[config.mk]
export PLATFORM = sky130hd
export DESIGN_NAME = pipelined_addsub
export DESIGN_NICKNAME = d
export VERILOG_FILES = /design/src/rtl/pipelined_addsub.sv
export SDC_FILE = /design/constraint.sdc
export NUM_CORES = 1
export LEC_CHECK = 0
export BUFFER_PORTS_ARGS = -buffer_cell sky130_fd_sc_hd__buf_2
export CORE_MARGIN = 2
export CORE_UTILIZATION = 58
export CTS_BUF_LIST = sky130_fd_sc_hd__clkbuf_16
export DETAILED_ROUTE_END_ITERATION = 10
export PLACE_DENSITY = 0.8
export SLEW_MARGIN = 40
export SYNTH_ARGS = -nofsm -noshare
export SYNTH_HDL_FRONTEND = slang
export SYNTH_SLANG_ARGS = --single-unit
[constraint.sdc]
create_clock -name clk -period 4.1 [get_ports clk]
set_input_delay 0.82 -clock clk [delete_from_list [all_inputs] [get_ports clk]]
set_output_delay 0.82 -clock clk [all_outputs]
set_load 0.05 [all_outputs]
[src/rtl/pipelined_addsub.sv]
// Pipelined WIDTH-bit adder/subtractor: one CW-bit ripple-carry chunk is resolved per stage,
// with a valid/ready handshake on each side and a single advance enable shared by every stage.
module pipelined_addsub #(
    parameter int WIDTH  = 32,
    parameter int STAGES = 4
) (
    input  logic             clk,
    input  logic             rst_n,
    input  logic             in_valid,
    output logic             in_ready,
    input  logic [WIDTH-1:0] in_a,
    input  logic [WIDTH-1:0] in_b,
    input  logic             in_cin,
    input  logic             in_sub,
    output logic             out_valid,
    input  logic             out_ready,
    output logic [WIDTH-1:0] out_sum,
    output logic             out_cout,
    output logic             out_ovf,
    output logic             out_zero
);

    localparam int CW = WIDTH / STAGES;

    // Full-adder ripple over one chunk; returns {carry out, carry into MSB, sum}.
    function automatic logic [CW+1:0] chunk_add(input logic [CW-1:0] a,
                                                input logic [CW-1:0] b,
                                                input logic          ci);
        logic          c;
        logic          cm;
        logic [CW-1:0] s;
        c  = ci;
        cm = ci;
        s  = '0;
        for (int i = 0; i < CW; i++) begin
            cm   = c;
            s[i] = a[i] ^ b[i] ^ c;
            c    = (a[i] & b[i]) | (c & (a[i] ^ b[i]));
        end
        return {c, cm, s};
    endfunction

    logic [WIDTH-1:0] r_a   [STAGES];
    logic [WIDTH-1:0] r_b   [STAGES];
    logic [WIDTH-1:0] r_sum [STAGES];
    logic             r_c   [STAGES];
    logic             r_v   [STAGES];
    logic             r_ovf;
    logic             r_zero;

    logic [WIDTH-1:0] w_a   [STAGES];
    logic [WIDTH-1:0] w_b   [STAGES];
    logic [WIDTH-1:0] w_sp  [STAGES];
    logic [WIDTH-1:0] w_sn  [STAGES];
    logic             w_ci  [STAGES];
    logic             w_vi  [STAGES];
    logic [CW+1:0]    w_add [STAGES];
    logic             w_adv;

    assign w_adv     = !r_v[STAGES-1] | out_ready;
    assign in_ready  = w_adv;
    assign out_valid = r_v[STAGES-1];
    assign out_sum   = r_sum[STAGES-1];
    assign out_cout  = r_c[STAGES-1];
    assign out_ovf   = r_ovf;
    assign out_zero  = r_zero;

    // Stage operand sources and per-stage chunk addition.
    always_comb begin
        // Stage 0 takes the raw beat; subtraction becomes A + ~B + 1 here so later stages only add.
        w_a[0]  = in_a;
        w_b[0]  = in_sub ? ~in_b : in_b;
        w_ci[0] = in_sub ? 1'b1 : in_cin;
        w_sp[0] = '0;
        w_vi[0] = in_valid;
        for (int k = 1; k < STAGES; k++) begin
            w_a[k]  = r_a[k-1];
            w_b[k]  = r_b[k-1];
            w_ci[k] = r_c[k-1];
            w_sp[k] = r_sum[k-1];
            w_vi[k] = r_v[k-1];
        end
        for (int k = 0; k < STAGES; k++) begin
            w_add[k]              = chunk_add(w_a[k][k*CW +: CW], w_b[k][k*CW +: CW], w_ci[k]);
            w_sn[k]               = w_sp[k];
            w_sn[k][k*CW +: CW]   = w_add[k][CW-1:0];
        end
    end

    // Pipeline registers: every stage shifts together on advance, otherwise all hold.
    always_ff @(posedge clk or negedge rst_n) begin
        if (!rst_n) begin
            for (int k = 0; k < STAGES; k++) begin
                r_a[k]   <= '0;
                r_b[k]   <= '0;
                r_sum[k] <= '0;
                r_c[k]   <= 1'b0;
                r_v[k]   <= 1'b0;
            end
            r_ovf  <= 1'b0;
            r_zero <= 1'b0;
        end else if (w_adv) begin
            for (int k = 0; k < STAGES; k++) begin
                r_a[k]   <= w_a[k];
                r_b[k]   <= w_b[k];
                r_sum[k] <= w_sn[k];
                r_c[k]   <= w_add[k][CW+1];
                r_v[k]   <= w_vi[k];
            end
            r_ovf  <= w_add[STAGES-1][CW+1] ^ w_add[STAGES-1][CW];
            r_zero <= (w_sn[STAGES-1] == {WIDTH{1'b0}});
        end
    end

endmodule
==> summary.md, run 1 <==
| Metric | Value |
|---|---|
| Status | complete, no violations |
| Port bufs | 106 |
| Largest net degree at the start of global routing | 189 |
| Post-CTS Setup Bufs | 0 |
| Async set-or-reset flop fraction in the synthesized netlist | 100.0% |
| Die span in x | 123.3 um |
| Number of global-route vias before repair | 5117 |
| Post-synth top area share | between 50% and 60% |
| DIE HEIGHT | approximately 120 um |
| Setup violators final | 0 |
| Crit path launch type | register |
| Top sig layer | met4 |
| Clk slew on worst S/H paths | 0.06 ns |
| Worst r2r path cells | 13 |
| Worst skew pair latency | approximately 0.43 ns |
| I/O pin count | 107 |
| Crit path kind | reg2reg |
| Residual DRC | 0 |
| Achievable clock frequency | around 0.26 GHz |
| Ys flop type | dfrtp_1 |
| WL met2 | around 6700 um |
| Post-Syn Nets | 975 |
| Die area | ~15000 um^2 |
| CTS Buffer Depth | 2 |
| Area leader, netlist | dfrtp_1 |
| Critical Path RT | ~4.4 ns |
| Post-synth cell types | 22 |
| DR WL/cell | roughly 13 um |
| Initial antenna violation count | 1 |
| Final Skew | about 0.0072 ns |
| Post-route ant nets | 0 |
| Post-Syn Area | slightly above 8000 um^2 |
| Most frequent cells in the layout | 449 x nand2_1, 186 x dfrtp_1, 105 x buf_2 |
| Detailed-router iteration count before antenna repair | 5 |
| Clk sinks | 186 |
| Core ar. | approximately 14000 um^2 |
| Avg Vias per Cell | approximately 4.9 |
| Num CTS Buffers | 17 |
| CP Max Fanout | 2 |
| Synth area leaders | dfrtp_1 56%, nand2_1 20%, fa_1 7.8%, buf_4 3.5%, xnor2_1 3.2% |
| Post-Syn Instances | between 800 and 900 |
| Sum Neg Setup Slack | 0 ns |
| Metal-1 WL | slightly above 7000 um |
| Total track usage | 21.37% |
| Slew Limit Fails | 0 |
| Area growth from synthesis to layout | 11.40% |
| Arrival @ worst endpoint | about 4.2 ns |
| CTS root buf | clkbuf_16 |
| Most common cell after layout, fill and taps aside | nand2_1 |
| YS warnings | 0 |
| Sequential area share after synthesis | a little under three fifths |
| Row Count | 43 |
| Layout cells sized above 1 | 16.44% |
| MaxCap Viol Count | 0 |
| LEAKAGE | approximately 4.8 nW |
| Power per cell area | about 830 nW/um^2 |
| HP Class | in2async |
| Starting Density | approximately 60% |
| Maximum VDD drop | around 0.00042 V |
| Final HPWL DP | 9751 um |
| Avg Cell Area, Syn | around 9.5 um^2 |
| Number of synthesized register bits | between 150 and 200 |
| WL final | ~15000 um |
| Nets@finish | around 1000 |
| Tightest Pin Transition | roughly 0.82 ns |
| Minimum clock period | 3.887 ns |
| Vias | ~5400 |
| H-tree lvl count | 4 |
| Rel. slew slack | ~45% |
| GR Overflow Total | 0 |
| Final Hold Viols | 0 |
| Met3 WL post-DR | approximately 670 um |
| Setup crit end kind | register |
| Global-route wire length before repair | between 20000 and 25000 um |
| GP Congestion | 0.7650 |
| Post-synth EDFFs | 0 |
| CTS tree | done |
| Worst hold slack | 0.3742 ns |
| Final period util | 94.80% |
| Initial DRC Count | approximately 530 |
-- routing by layer --
layer / vias to the layer above / global-route usage [%]
li1: 2742 / -
met2: 112 / 30.77
met1: 2549 / 32.42
met4: 0 / 7.173
met3: 21 / 4.935
met5: - / 0
-- cell families (layout without fill, tap and decap cells) --
group / after synthesis / after routing / share of synthesized area (%)
flip-flops: 186 / 186 / 56.41
XOR/XNOR: 33 / 33 / 3.503
adder cells (fa/ha/maj): 32 / 32 / 7.765
other: 0 / 1 / 0
AND/OR/NAND/NOR: 475 / 475 / 22.07
AO/OA/AOI/OAI: 47 / 47 / 3.170
buffers and inverters: 100 / 164 / 7.082
-- timing repair --
item	CTS	global route
setup endpoints to repair	0	1
resized for setup	0	3
hold buffers	0	0
-- cell type report --
type                       instances  area [um^2]
fill                            1104         4690
sequential                       186         4654
multi-input combinational        587         3038
timing repair buffer             111        614.3
clock buffer                      17        425.4
tap                              180        225.2
clock inverter                    13        140.1
inverter                          23        91.34
antenna                            1        2.502
-- path summary, 6_finish.rpt --
kind	slack, ns	from	endpoint
max in group asynchronous	2.74	rst_n	r_sum[35]$_DFFE_PN0P_
hold reg to reg	0.46	out_sum[24]$_DFFE_PN0P_	out_sum[24]$_DFFE_PN0P_
setup / recovery	0.21	r_a[56]$_DFFE_PN0P_	out_zero$_DFFE_PN0P_
hold / removal	0.37	rst_n	r_b[120]$_DFFE_PN0P_
setup reg to reg	0.21	r_a[56]$_DFFE_PN0P_	out_zero$_DFFE_PN0P_
min in group clk	0.46	out_sum[24]$_DFFE_PN0P_	out_sum[24]$_DFFE_PN0P_
-- Yosys cell counts, types with 3 or more instances --
library cell	count
inv_1	22
xnor2_1	30
nor2_1	14
dfrtp_1	186
a21oi_1	9
xor2_1	3
fa_1	32
nand2_1	449
clkbuf_1	6
nor4_1	7
o21ai_0	24
buf_6	4
a21oi_2	4
buf_4	38
buf_2	29
o21ai_1	9
-- metrics by stage --
stage | instances | instance area, um^2 | utilization, % | worst slack, ns | total power, mW
after floorplan | 873 | 8275 | - | -0.1818 | 5.517
after global placement | 1087 | 8612 | 62.04 | -0.06972 | 5.949
after detailed placement | 1087 | 8612 | 62.04 | -0.1487 | 6.062
after CTS | 1117 | 9178 | 66.12 | 0.07325 | 7.679
after global routing | 1117 | 9189 | 66.20 | -0.0003610 | 8.231
final | 1118 | 9191 | 66.22 | 0.2133 | 7.663
-- report_power, final --
part | internal [mW] | switching, mW
clock network | 0.937 | 0.643
registers | 2.66 | 0.518
logic | 0.948 | 1.96
-- critical path, stage by stage (launching register included) --
cell and delay, ns:
dfrtp_1 0.41, fa_1 0.45, fa_2 0.36, fa_1 0.39, fa_1 0.36, inv_1 0.09, fa_1 0.17, inv_1 0.05
fa_1 0.40, fa_2 0.36, inv_1 0.08, fa_1 0.44, nand4_1 0.11, o41ai_2 0.08
-- flip-flops by register name, summed over array words and instances, names as in the netlist --
register	count
r_c	3
r_b	48
r_sum	48
out_valid	1
r_v	3
out_ovf	1
out_zero	1
out_sum	32
r_a	48
out_cout	1
Power figures use the tool's default switching activity.
==> run 2: changes to the inputs <==
--- a/config.mk
+++ b/config.mk
@@ -12,4 +12,5 @@
 export DETAILED_ROUTE_END_ITERATION = 10
 export PLACE_DENSITY = 0.8
+export REMOVE_ABC_BUFFERS = 1
 export SLEW_MARGIN = 40
 export SYNTH_ARGS = -nofsm -noshare
==> constraint.sdc (replaced) <==
create_clock -name clk -period 4.1 [get_ports clk]
set_input_delay 0.82 -clock clk [delete_from_list [all_inputs] [get_ports clk]]
set_output_delay 0.82 -clock clk [all_outputs]
set_load 0.1 [all_outputs]
==> summary.md, run 2 (synthesis results as in run 1) <==
| Metric | Value |
|---|---|
| Clock share of power | about 20% |
| Vias | approximately 5600 |
| Most common cell after layout, fill and taps aside | nand2_1 |
| Total power | 8.298 mW |
| CP most frequent cell | fa_1 |
| Avg Vias per Cell | 4.942 |
| DIE HEIGHT | between 100 and 150 um |
| Minimum clock period | ~4 ns |
| Largest stage delay, worst path | between 0.4 and 0.5 ns |
| Die area | 15190 um^2 |
| Setup crit end kind | register |
| Crit path launch type | primary input |
| Largest regs | r_a: 48 flops, r_b: 48 flops, r_sum: 48 flops |
| Row Count | 43 |
| Multi-input logic area | 3017 um^2 |
| Area growth from synthesis to layout | 11.84% |
| Starting Density | between 50% and 60% |
| Initial DRC Count | around 430 |
| Sequential Power Share | between 30% and 40% |
| Total track usage | about 21% |
| Worst hold slack | 0.4089 ns |
| Clk slew on worst S/H paths | around 0.060 ns |
| Tightest Pin Transition | 0.7803 ns |
| Num CTS Buffers | 17 |
| Sum Neg Setup Slack | 0 ns |
| Layout cells sized above 1 | ~16% |
| I/O pin count | around 110 |
| Maximum VDD drop | between 0.0004 and 0.0005 V |
| Highest-delay cell along the critical path | fa_1 |
| Number of global-route vias before repair | roughly 5500 |
| Initial antenna violation count | 0 |
| Residual DRC | 0 |
| Final setup margin | about 0.13 ns |
| Final Hold Viols | 0 |
| Core ar. | 13880 um^2 |
| Fin area | between 9000 and 10000 um^2 |
| H-tree lvl count | 4 |
| Final Util | 66.48% |
| Critical Path RT | 4.41 ns |
| CTS root buf | clkbuf_16 |
| Fill count | around 1100 |
| Final HPWL DP | slightly above 9000 um |
| Slew Limit Fails | 0 |
| Arrival @ worst endpoint | approximately 4.3 ns |
| ANT cells | 0 |
| Port bufs | 106 |
| Internal | around 4.6 mW |
| WP buf/inv | 3 |
| Detailed-router iteration count before antenna repair | 5 |
| Register Area | 4654 um^2 |
| Switching power share of the total | approximately 45% |
| Crit path kind | in2reg |
| Worst-path cell chain | buf_2 -> xor2_1 -> fa_1 -> inv_1 -> fa_1 -> fa_1 -> fa_1 -> fa_1 -> fa_2 -> fa_1 -> inv_1 -> fa_1 -> nand2_1 -> nand2_1 |
| CTS Buffer Depth | 2 |
| Final non-filler cell total | roughly 1100 |
| Final period util | 96.95% |
| Status | complete, no violations |
| Cell area after placement | 8615 um^2 |
| LEAKAGE | a little under 5 nW |
| DR WL/cell | ~13 um |
| Final Skew | ~0.0058 ns |
| Nets@finish | 1032 |
| Post-CTS Setup Bufs | 0 |
| Most frequent cells in the layout | 449 x nand2_1, 186 x dfrtp_1, 105 x buf_2 |
| CTS tree | done |
| Power per cell area | around 900 nW/um^2 |
| Switching power total | between 3 and 4 mW |
| WL final | 14700 um |
| Post-route ant nets | 0 |
| Achievable clock frequency | roughly 0.25 GHz |
| Dpl ws | -0.3653 ns |
| MaxCap Viol Count | 0 |
| Die span in x | roughly 120 um |
| Rel. slew slack | a little under half |
| Clk sinks | 186 |
| HP Class | in2async |
| Worst skew pair latency | around 0.43 ns |
| Global-route wire length before repair | around 25000 um |
| GP Congestion | a little under 0.8 |
| GR Overflow Total | 0 |
| Top delay family on crit path | adder cells |
| Cell total after placement | between 1000 and 1500 |
| CP Max Fanout | 4 |
| Largest net degree at the start of global routing | 189 |
| Setup violators final | 0 |
| Gate power share | 41.9% |
==> run 2: cell count changes in the layout (fill, tap and decap cells not counted), moves of 2 or more <==
cell,delta
clkinvlp_4,+2
buf_4,+5
fa_2,-6
inv_1,-3
fa_1,+6
==> run 2: timing repair <==
item                                    CTS  global route
endpoints found under the setup margin    0             2
resized for setup                         0             2
hold buffers                              0             0
==> run 2: path summary, 6_finish.rpt <==
path / start / end / slack [ns] / depth (start not counted)
worst max-delay path: in_sub / r_sum[103]$_DFFE_PN0P_ / 0.13 / 14
worst min-delay path: rst_n / r_b[81]$_DFFE_PN0P_ / 0.41 / 1
worst max register to register: r_a[56]$_DFFE_PN0P_ / out_zero$_DFFE_PN0P_ / 0.18 / 13
worst min register to register: out_sum[0]$_DFFE_PN0P_ / out_sum[0]$_DFFE_PN0P_ / 0.46 / 2
max in group asynchronous: rst_n / out_valid$_DFFE_PN0P_ / 2.86 / 2
min in group clk: out_sum[0]$_DFFE_PN0P_ / out_sum[0]$_DFFE_PN0P_ / 0.46 / 2
==> run 2: final cells by class <==
type	instances	area share (%)
clock buffer	17	4.610
multi-input combinational	587	32.69
clock inverter	15	1.980
sequential	186	50.44
tap	180	2.441
timing repair buffer	115	6.847
inverter	23	0.9898
==> run 2: worst reg2reg max path, stage by stage, from the launching register on <==
cell	delay, ns
dfrtp_1	0.40
fa_1	0.46
fa_1	0.41
fa_1	0.39
fa_1	0.37
inv_1	0.08
fa_1	0.16
inv_1	0.05
fa_1	0.38
fa_2	0.36
inv_1	0.08
fa_1	0.44
nand4_1	0.12
o41ai_2	0.08
==> run 2: power by group through the flow <==
stage	Clock, mW	Combinational, mW	Sequential (mW)
floorplan	0	1.54	4.31
global placement	0	3.37	3.14
detailed placement	0	3.48	3.18
CTS	1.71	3.52	3.16
global route	1.79	3.87	3.26
finish	1.67	3.48	3.15
==> run 2: per-layer routing <==
layer / global-route usage, % / share of wire, % / vias to the layer above
met1: 26.75 / 41 / 2674
li1: - / - / 2733
met3: 4.935 / 3.8 / 30
met5: 0 / 0 / -
met4: 10.16 / 3.1 / 0
met2: 35.65 / 52 / 113
